--- config.mk ---
export PLATFORM = sky130hd
export DESIGN_NAME = cache_ctrl
export DESIGN_NICKNAME = d
export VERILOG_FILES = /design/src/rtl/cache_ctrl.sv
export SDC_FILE = /design/constraint.sdc
export NUM_CORES = 1
export LEC_CHECK = 0
export ABC_AREA = 1
export ABC_CLOCK_PERIOD_IN_PS = 4890
export CAP_MARGIN = 10
export CORE_MARGIN = 3
export CORE_UTILIZATION = 45
export CTS_BUF_LIST = sky130_fd_sc_hd__clkbuf_4 sky130_fd_sc_hd__clkbuf_8
export DETAILED_ROUTE_END_ITERATION = 7
export PLACE_DENSITY = 0.83
export SLEW_MARGIN = 20
export SYNTH_ARGS = -nofsm -noshare
export SYNTH_HDL_FRONTEND = slang
export SYNTH_SLANG_ARGS = --single-unit
--- constraint.sdc ---
create_clock -name clk -period 4.89 [get_ports clk]
set_clock_uncertainty 0.15 [all_clocks]
set_input_delay 0.7335 -clock clk [delete_from_list [all_inputs] [get_ports clk]]
set_output_delay 0.7335 -clock clk [all_outputs]
set_load 0.02 [all_outputs]
--- src/rtl/cache_ctrl.sv ---
`default_nettype none
// ============================================================================
// Module   : cache_ctrl
// Purpose  : Miss-handling controller for a direct-mapped cache set array.
//            Handles lookup, dirty writeback, refill and fill over Avalon-MM.
// Revision : 1.0
// ============================================================================
module cache_ctrl #(
    parameter int DATA_WIDTH = 32,
    parameter int CNT_WIDTH  = 32
) (
    input  logic                  clk,
    input  logic                  rst,

    input  logic                  core_read,
    input  logic                  core_write,
    input  logic [DATA_WIDTH-1:0] core_address,
    output logic                  core_waitrequest,

    output logic                  set_read,
    output logic                  set_write,
    input  logic                  set_hit,
    input  logic                  set_valid,
    input  logic                  set_dirty,
    input  logic [DATA_WIDTH-1:0] set_dirty_data,
    input  logic [DATA_WIDTH-1:0] set_victim_address,

    output logic                  fill,
    output logic [DATA_WIDTH-1:0] fill_address,
    output logic [DATA_WIDTH-1:0] fill_data,

    output logic                  mem_read,
    output logic                  mem_write,
    output logic [DATA_WIDTH-1:0] mem_address,
    output logic [DATA_WIDTH-1:0] mem_writedata,
    input  logic                  mem_waitrequest,
    input  logic                  mem_readdatavalid,
    input  logic [DATA_WIDTH-1:0] mem_readdata,

    output logic [CNT_WIDTH-1:0]  hit_count,
    output logic [CNT_WIDTH-1:0]  miss_count,
    output logic [CNT_WIDTH-1:0]  wb_count
);

    typedef enum logic [2:0] {
        IDLE   = 3'd0,
        LOOKUP = 3'd1,
        WB     = 3'd2,
        REFILL = 3'd3,
        RWAIT  = 3'd4,
        REREAD = 3'd5
    } state_t;

    localparam logic [CNT_WIDTH-1:0] CNT_ONE = {{(CNT_WIDTH-1){1'b0}}, 1'b1};

    state_t                state;
    state_t                state_next;
    logic [DATA_WIDTH-1:0] victim_addr;
    logic [DATA_WIDTH-1:0] victim_data;
    logic [DATA_WIDTH-1:0] miss_addr;
    logic                  retry_flag;

    logic                  core_req;
    logic                  lookup_hit;
    logic                  lookup_miss;
    logic                  wb_done;
    logic                  unused_addr_bits;

    assign core_req         = core_read | core_write;
    assign lookup_hit       = (state == LOOKUP) &&  set_hit;
    assign lookup_miss      = (state == LOOKUP) && !set_hit;
    assign wb_done          = (state == WB) && !mem_waitrequest;
    assign unused_addr_bits = ^core_address[1:0];

    always_ff @(posedge clk) begin
        if (rst) begin
            state      <= IDLE;
            retry_flag <= 1'b0;
            hit_count  <= '0;
            miss_count <= '0;
            wb_count   <= '0;
        end else begin
            state <= state_next;

            // Retry marks the post-fill lookup so its hit is not double counted
            if (state == REREAD)
                retry_flag <= 1'b1;
            else if (state_next == IDLE)
                retry_flag <= 1'b0;

            if (lookup_hit && !retry_flag)
                hit_count <= hit_count + CNT_ONE;
            if (lookup_miss)
                miss_count <= miss_count + CNT_ONE;
            if (wb_done)
                wb_count <= wb_count + CNT_ONE;
        end
    end

    // Victim and miss line are captured once per miss and held for the bus
    always_ff @(posedge clk) begin
        if (lookup_miss) begin
            victim_addr <= set_victim_address;
            victim_data <= set_dirty_data;
            miss_addr   <= {core_address[DATA_WIDTH-1:2], 2'b00};
        end
    end

    always_comb begin
        state_next       = state;
        core_waitrequest = 1'b1;
        set_read         = 1'b0;
        set_write        = 1'b0;
        fill             = 1'b0;
        mem_read         = 1'b0;
        mem_write        = 1'b0;

        case (state)
            IDLE: begin
                if (core_req) begin
                    set_read   = 1'b1;
                    state_next = LOOKUP;
                end
            end
            LOOKUP: begin
                if (set_hit) begin
                    core_waitrequest = 1'b0;
                    set_write        = core_write;
                    state_next       = IDLE;
                end else if (set_valid && set_dirty) begin
                    state_next = WB;
                end else begin
                    state_next = REFILL;
                end
            end
            WB: begin
                mem_write = 1'b1;
                if (!mem_waitrequest)
                    state_next = REFILL;
            end
            REFILL: begin
                mem_read = 1'b1;
                if (!mem_waitrequest)
                    state_next = RWAIT;
            end
            RWAIT: begin
                if (mem_readdatavalid) begin
                    fill       = 1'b1;
                    state_next = REREAD;
                end
            end
            REREAD: begin
                set_read   = 1'b1;
                state_next = LOOKUP;
            end
            default: begin
                state_next = IDLE;
            end
        endcase
    end

    assign mem_address   = (state == WB) ? victim_addr : miss_addr;
    assign mem_writedata = victim_data;
    assign fill_address  = miss_addr;
    assign fill_data     = mem_readdata;

endmodule
`default_nettype wire

======== Word level (Yosys, flattened, before mapping) ========
Index checks and enable logic that the tools add are counted.
cells by class
  add/subtract/negate cells ............... 3
  eq/ne operators ......................... 5
  multiplexer cells ....................... 20
  bitwise operators ....................... 1
  reductions and logical operators ........ 11
operators with widths
  cell                     number
  $add A32 B1 Y32 const B  3
  $mux W32                 1
  $pmux W3 S6              1
  $mux W1                  12
  $mux W3                  4
  $eq A3 B2 Y1 const B     2
  $eq A3 B3 Y1 const B     2
  $logic_not A3 Y1         2
  $logic_and A1 B1 Y1      5
  $eq A3 B1 Y1 const B     1
  $logic_not A1 Y1         3
  $mux W2                  1
  $pmux W1 S2              1
  $reduce_bool A2 Y1       1
  $or A1 B1 Y1             1
word-level totals
  bits in registers ....................... 194
  bits of input ports ..................... 137
  output and inout port bits .............. 230

======== Longest topological paths before layout ========
Gate-level depths: netlist of run 1.
  depth in word-level cells ............... 7
  depth in mapped cells ................... 11
  mapped depth without buffers ............ 11

======== Worst setup path before layout of run 1 ========
OpenSTA, ideal clock, no wires.
  path type ............................... input port to flip-flop
  from .................................... input port set_hit
  to ...................................... register miss_count[31]
  setup time .............................. 113 ps
  arrival ................................. 4296 ps
  required time ........................... 4627 ps
  setup slack ............................. 331 ps
  cell stages on the path ................. 7
  path buffers ............................ 1
  cell sequence ........................... clkbuf_1 nor2_2 nand3_1 nor2_1 nand4_1 nand2_1 nor2_1
between the ends
  longest elaborated chain between the ends .. 2
RTL lines
  element               RTL line  source
  start, declared       22        input logic set_hit,
  $logic_not A1 Y1      71        assign lookup_miss = (state == LOOKUP) && !set_hit;
  $logic_and A1 B1 Y1   71
  net lookup_miss       65        logic lookup_miss;
  end signal, assigned  94        miss_count <= miss_count + CNT_ONE;
  end, declared         41        output logic [CNT_WIDTH-1:0] miss_count,
The timed path passes the listed nets, and every way through them passes these cells.
A chain may end at the register's enable or synchronous reset.

======== Final worst setup path of run 1 ========
  from .................................... register state[2]
  to ...................................... output port mem_address[3]
between the ends
  longest elaborated chain between the ends .. 2
RTL lines
  element                 RTL line  source
  start, declared         56        state_t state;
  start signal, assigned  83        state <= state_next;
  $eq A3 B2 Y1            162       assign mem_address = (state == WB) ? victim_addr : miss_addr;
  $mux W32                162
  end, declared           34        output logic [DATA_WIDTH-1:0] mem_address,
No other way between the ends.

==> results.json, run 1 <==
{
  "critPathArrivalTime_ns": 2.71,
  "synth.yosys.seq_area_share_pct": 53.6,
  "setup_ws_ns": 1.30,
  "yosysWarningCount": 0,
  "finalSetupViolCount": 0,
  "grt_pass1_vias": 7936,
  "grt_max_degree": 49,
  "synthXorXnorAreaFrac_pct": 1.27,
  "multiInputGateArea_um2": 3400,
  "avgSynthCellArea_um2": 7.89,
  "ios": 367,
  "period_share_pct": 73.4,
  "pwr_density_cell_nw_per_um2": 262,
  "hpwlAfterDp_mm": 20.9,
  "track_usage_pct": 24.4,
  "status": "finished, final reports clean",
  "clk_latency_ns": 0.47,
  "synth_mux_area_share_pct": 0,
  "path_clk_slew_ns": 0.10,
  "dieWidth_um": 147,
  "core_um2": 19500,
  "tns_ns": 0,
  "swShare_pct": 27.7,
  "r2r_cells": 8,
  "required_ns": 4.01,
  "report.final.slew_viol_count": 0,
  "async_reset_ff_share_pct": 0,
  "drt_iter0_drc": 454,
  "wirelength_mm": 27.0,
  "period_needed_ns": 3.59,
  "cts_num_sinks": 194,
  "layout.nets": 1551,
  "post_drt_via_cell_ratio": 4.94,
  "maxCapViolCount": 0,
  "ant_nets": 0,
  "area_growth_pct": 38.2,
  "dpl_worst_slack_ns": 1.75,
  "hold_buffers": 0,
  "n_fill_cell": 1660,
  "hold_viol": 0,
  "end_kind": "output port",
  "synth_compound_area_share_pct": 5.40,
  "worstHoldPathCells": 2,
  "p_int_mw": 2.36,
  "cts_buffers": 17,
  "synth_edf_count": 94,
  "cts_resized": 0,
  "p_sw_mw": 0.905,
  "drive_gt1_share_pct": 4.07,
  "cts_tree": "built",
  "regArea_um2": 4820,
  "die-area_um2": 21700,
  "io_buffers": 298,
  "peakVddDrop_mv": 0.145,
  "critPathLaunchType": "register",
  "ys_ff_latch": 194,
  "clock-root-buffer": "clkbuf_8",
  "globalplace.congestion": 0.903,
  "cp_max_fo": 31,
  "antenna_found_initial": 1,
  "comb_power_share_pct": 14.0,
  "layout_commonest_cell": "nand2_1",
  "power.leakage_nw": 4.42,
  "wire_per_inst_um": 16.0,
  "synth_top_family_by_area": "simple AND/OR/NAND/NOR gates",
  "cts_setup_buffers": 0,
  "hold_path.class": "register to register",
  "overflow": 0,
  "seq_power_share_pct": 55.0,
  "tightest_slew_ns": 0.997,
  "cts_htree_levels": 4,
  "relSlewSlack_pct": 33.5,
  "path_class": "register to output port",
  "rsz0062_at_grt": "no",
  "ys.flop_type": "dfxtp_1",
  "pwr-share-clk_pct": 31.0,
  "clock_path_buffers": 2,
  "grt_pass1_wl_mm": 42.0,
  "final_cell_mix": "363 x nand2_1, 297 x clkdlybuf4s50_1, 180 x nor2_1, 115 x inv_1, 100 x dfxtp_1",
  "synth_simple_gate_area_share_pct": 30.6,
  "yosysUniqueCellTypes": 35,
  "yosysTopAreaCellShare_pct": 31.4,
  "fp-row-count": 51,
  "drcViolationCount": 0,
  "die_y_um": 147,
  "yosys-top-cells-area": "edfxtp_1 31%, dfxtp_1 22%, nand2_1 15%",
  "vias": 8353,
  "clock.fmax_mhz": 278,
  "synth_cells": 1140,
  "first_pass_iters": 6,
  "synthAdderAreaFrac_pct": 0.417,
  "synth_area_um2": 8990,
  "initial_utilization_pct": 46.1,
  "synth_top_cell_by_area": "edfxtp_1"
}
## registers in the layout, summed over array words and instances (netlist names)
name,count
mem_writedata,32
victim_addr,32
fill_address,30
wb_count,32
hit_count,32
retry_flag,1
state,3
miss_count,32
## worst max-delay path: stages (launching register included)
cell	delay, ns
dfxtp_1	0.38
nor2_2	0.16
nand2_1	0.08
inv_1	0.73
nand2_1	0.15
nand2_1	0.13
clkdlybuf4s50_1	0.61
## routing by layer
layer / wire length [um] / global-route usage, % / up-vias
met5: 0 / 0 / -
met4: 623 / 7.55 / 0
met3: 2240 / 7.02 / 38
met2: 14100 / 44.9 / 307
met1: 10100 / 27.4 / 3857
li1: - / - / 4151
## stage by stage
step	util, %	power [mW]	area, um^2	std cells	hold slack (ns)
floorplan	-	2.07	9000	1141	0.289
global placement	61.7	2.28	12000	1657	0.299
detailed placement	61.7	2.29	12000	1657	0.323
CTS	63.6	3.29	12400	1689	0.338
global route	63.6	3.38	12400	1690	0.376
finish	63.6	3.26	12400	1690	0.335
## path summary, 6_finish.rpt
kind         slack [ns]       start              to
max                1.30    state[2]  mem_address[3]
min                0.34  retry_flag      retry_flag
max reg2reg        2.48    state[1]  miss_count[31]
min reg2reg        0.34  retry_flag      retry_flag
## power groups by stage
| stage | logic, mW | clock network, mW | registers, mW |
|---|---|---|---|
| after floorplan | 0.202 | 0 | 1.87 |
| after global placement | 0.449 | 0 | 1.83 |
| after detailed placement | 0.458 | 0 | 1.83 |
| after CTS | 0.460 | 1.03 | 1.79 |
| after global routing | 0.487 | 1.09 | 1.80 |
| final | 0.457 | 1.01 | 1.79 |
## cell families after synthesis
family / after synthesis
adder cells (fa/ha/maj): 3
buffers and inverters: 173
AND/OR/NAND/NOR: 664
other: 1
flip-flops: 194
XOR/XNOR: 13
AO/OA/AOI/OAI: 92
## Yosys cell counts, types with 2 or more instances
master    count
edfxtp_1     94
nor2_2        8
nor3_1       25
o21ai_0      31
xnor2_1       4
nor2_1      180
buf_2         2
xor2_1        9
inv_2         3
dfxtp_1     100
nand3_2       2
nand2_1     363
inv_1       115
o21bai_1      4
nor2_4        3
nand4_1      14
a31oi_1       2
buf_4        34
nor3b_1       6
ha_1          3
nand3_1      57
clkbuf_1     17
o21a_1        3
a21oi_1      50
## cell type report
type,instances,share of cell area (%)
sequential,194,38.8
multi-input combinational,774,27.3
timing repair buffer,305,24.5
inverter,119,3.59
tap,265,2.67
clock buffer,17,1.88
clock inverter,15,1.17
antenna,1,0.0201
(Power assumes the default switching activity.)
==> run 2: changes to the inputs <==
- ABC_CLOCK_PERIOD_IN_PS: 4890 -> 3400
- clock period: 4.89 -> 3.4 ns (I/O delays scaled with it)
==> results.json, run 2 (synthesis gave the netlist of run 1 again) <==
{
  "status": "finished, final reports clean",
  "min_from": "retry_flag",
  "hpwlAfterDp_mm": 21.1,
  "clock.fmax_mhz": 336,
  "cts_setup_buffers": 0,
  "grt_max_degree": 48,
  "clk_latency_ns": 0.46,
  "ios": 367,
  "r2r_end": "miss_count[26]",
  "end_kind": "output port",
  "period_share_pct": 87.6,
  "io_buffers": 298,
  "post_drt_via_cell_ratio": 4.95,
  "wl_met3_mm": 2.21,
  "hold_ws_ns": 0.316,
  "layout_commonest_cell": "nand2_1",
  "r2r_cells": 9,
  "final_cell_mix": "363 x nand2_1, 297 x clkdlybuf4s50_1, 180 x nor2_1, 115 x inv_1, 100 x dfxtp_1",
  "clock_path_buffers": 2,
  "hold_viol": 0,
  "critPathLaunchType": "register",
  "critPathArrivalTime_ns": 2.32,
  "ant_nets": 0,
  "cp_max_fo": 31,
  "fp-row-count": 51,
  "wirelength_mm": 27.0,
  "pwr_density_cell_nw_per_um2": 383,
  "die-area_um2": 21700,
  "power.leakage_nw": 4.46,
  "cts_resized": 0,
  "hold_path.class": "register to register",
  "period_needed_ns": 2.98,
  "cts_buffers": 17,
  "core_um2": 19500,
  "initial_utilization_pct": 46.1,
  "top_layer": "met5",
  "min_to": "retry_flag",
  "peakVddDrop_mv": 0.224,
  "tns_ns": 0,
  "tightest_slew_ns": 0.874,
  "overflow": 0,
  "report.final.slew_viol_count": 0,
  "hold_buffers": 0,
  "cts_num_sinks": 194,
  "die_y_um": 147,
  "path_clk_slew_ns": 0.10,
  "first_pass_iters": 5,
  "timing.rr.start": "state[0]",
  "grt_pass1_vias": 7867,
  "area_growth_pct": 38.8,
  "drcViolationCount": 0,
  "drive_gt1_share_pct": 4.34,
  "reg2reg_setup_slack_ns": 1.26,
  "required_ns": 2.74,
  "finalSetupViolCount": 0,
  "track_usage_pct": 24.4,
  "relSlewSlack_pct": 41.3,
  "clock-root-buffer": "clkbuf_8",
  "dr_wl_met2_mm": 13.8,
  "worstHoldPathCells": 2,
  "drt_iter0_drc": 492,
  "layout.nets": 1555,
  "antenna_found_initial": 3,
  "rsz0062_at_grt": "no",
  "path_class": "register to output port",
  "cts_htree_levels": 4,
  "cts_tree": "built",
  "globalplace.congestion": 0.906,
  "dieWidth_um": 147,
  "maxCapViolCount": 0,
  "wire_per_inst_um": 15.9,
  "met1_length_mm": 10.2,
  "grt_pass1_wl_mm": 42.0,
  "vias": 8382
}
-- run 2: cell count changes in the layout (fill, tap and decap cells not counted) --
cell / before / now
clkbuf_4: 0 / 1
buf_4: 6 / 10
clkinv_2: 1 / 0
diode_2: 1 / 2
inv_6: 5 / 3
bufinv_16: 0 / 1
clkinv_8: 2 / 1
inv_8: 2 / 5
clkinv_4: 3 / 2
-- run 2: area by class of cell --
| cell class | count | area (um^2) |
|---|---|---|
| fill | 1687 | 7040 |
| sequential | 194 | 4820 |
| multi-input combinational | 774 | 3400 |
| timing repair buffer | 309 | 3070 |
| inverter | 119 | 447 |
| tap | 265 | 332 |
| clock buffer | 18 | 241 |
| clock inverter | 14 | 161 |
| antenna | 2 | 5.00 |
-- run 2: power by group --
part / internal (mW) / switching [mW] / total (mW)
Combinational: 0.310 / 0.356 / 0.667
Sequential: 2.54 / 0.0361 / 2.58
Clock: 0.629 / 0.906 / 1.53
Total: 3.48 / 1.30 / 4.78
-- run 2: per-stage QoR --
step	setup slack (ns)	area [um^2]	instances	power [mW]	utilization, %
after floorplan	0.251	9000	1141	2.98	-
after global placement	0.645	12100	1661	3.29	61.8
after detailed placement	0.650	12100	1661	3.30	61.8
after CTS	0.349	12500	1693	4.83	63.9
after global routing	0.233	12500	1695	4.97	63.9
final	0.423	12500	1695	4.78	63.9
-- run 2: layer usage --
metal | vias up | track usage, %
li1 | 4165 | -
met1 | 3847 | 26.9
met2 | 315 | 44.0
met3 | 53 | 7.73
met4 | 2 | 9.74
met5 | - | 0
-- run 2: worst max path at each step --
| stage | to | from | cells after the start |
|---|---|---|---|
| floorplan | miss_count[31] | set_hit | 7 |
| global placement | miss_count[30] | set_hit | 9 |
| detailed placement | miss_count[22] | set_hit | 8 |
| CTS | mem_address[16] | state[2] | 7 |
| global route | mem_address[16] | state[2] | 7 |
| finish | mem_address[16] | state[2] | 7 |
-- run 2: critical path: stages (launching register included) --
cell and delay (ns):
dfxtp_1 0.38, nor2_2 0.16, nand2_1 0.08, inv_1 0.06, buf_4 0.32, nand2_1 0.11, nand2_1 0.07, clkdlybuf4s50_1 0.67
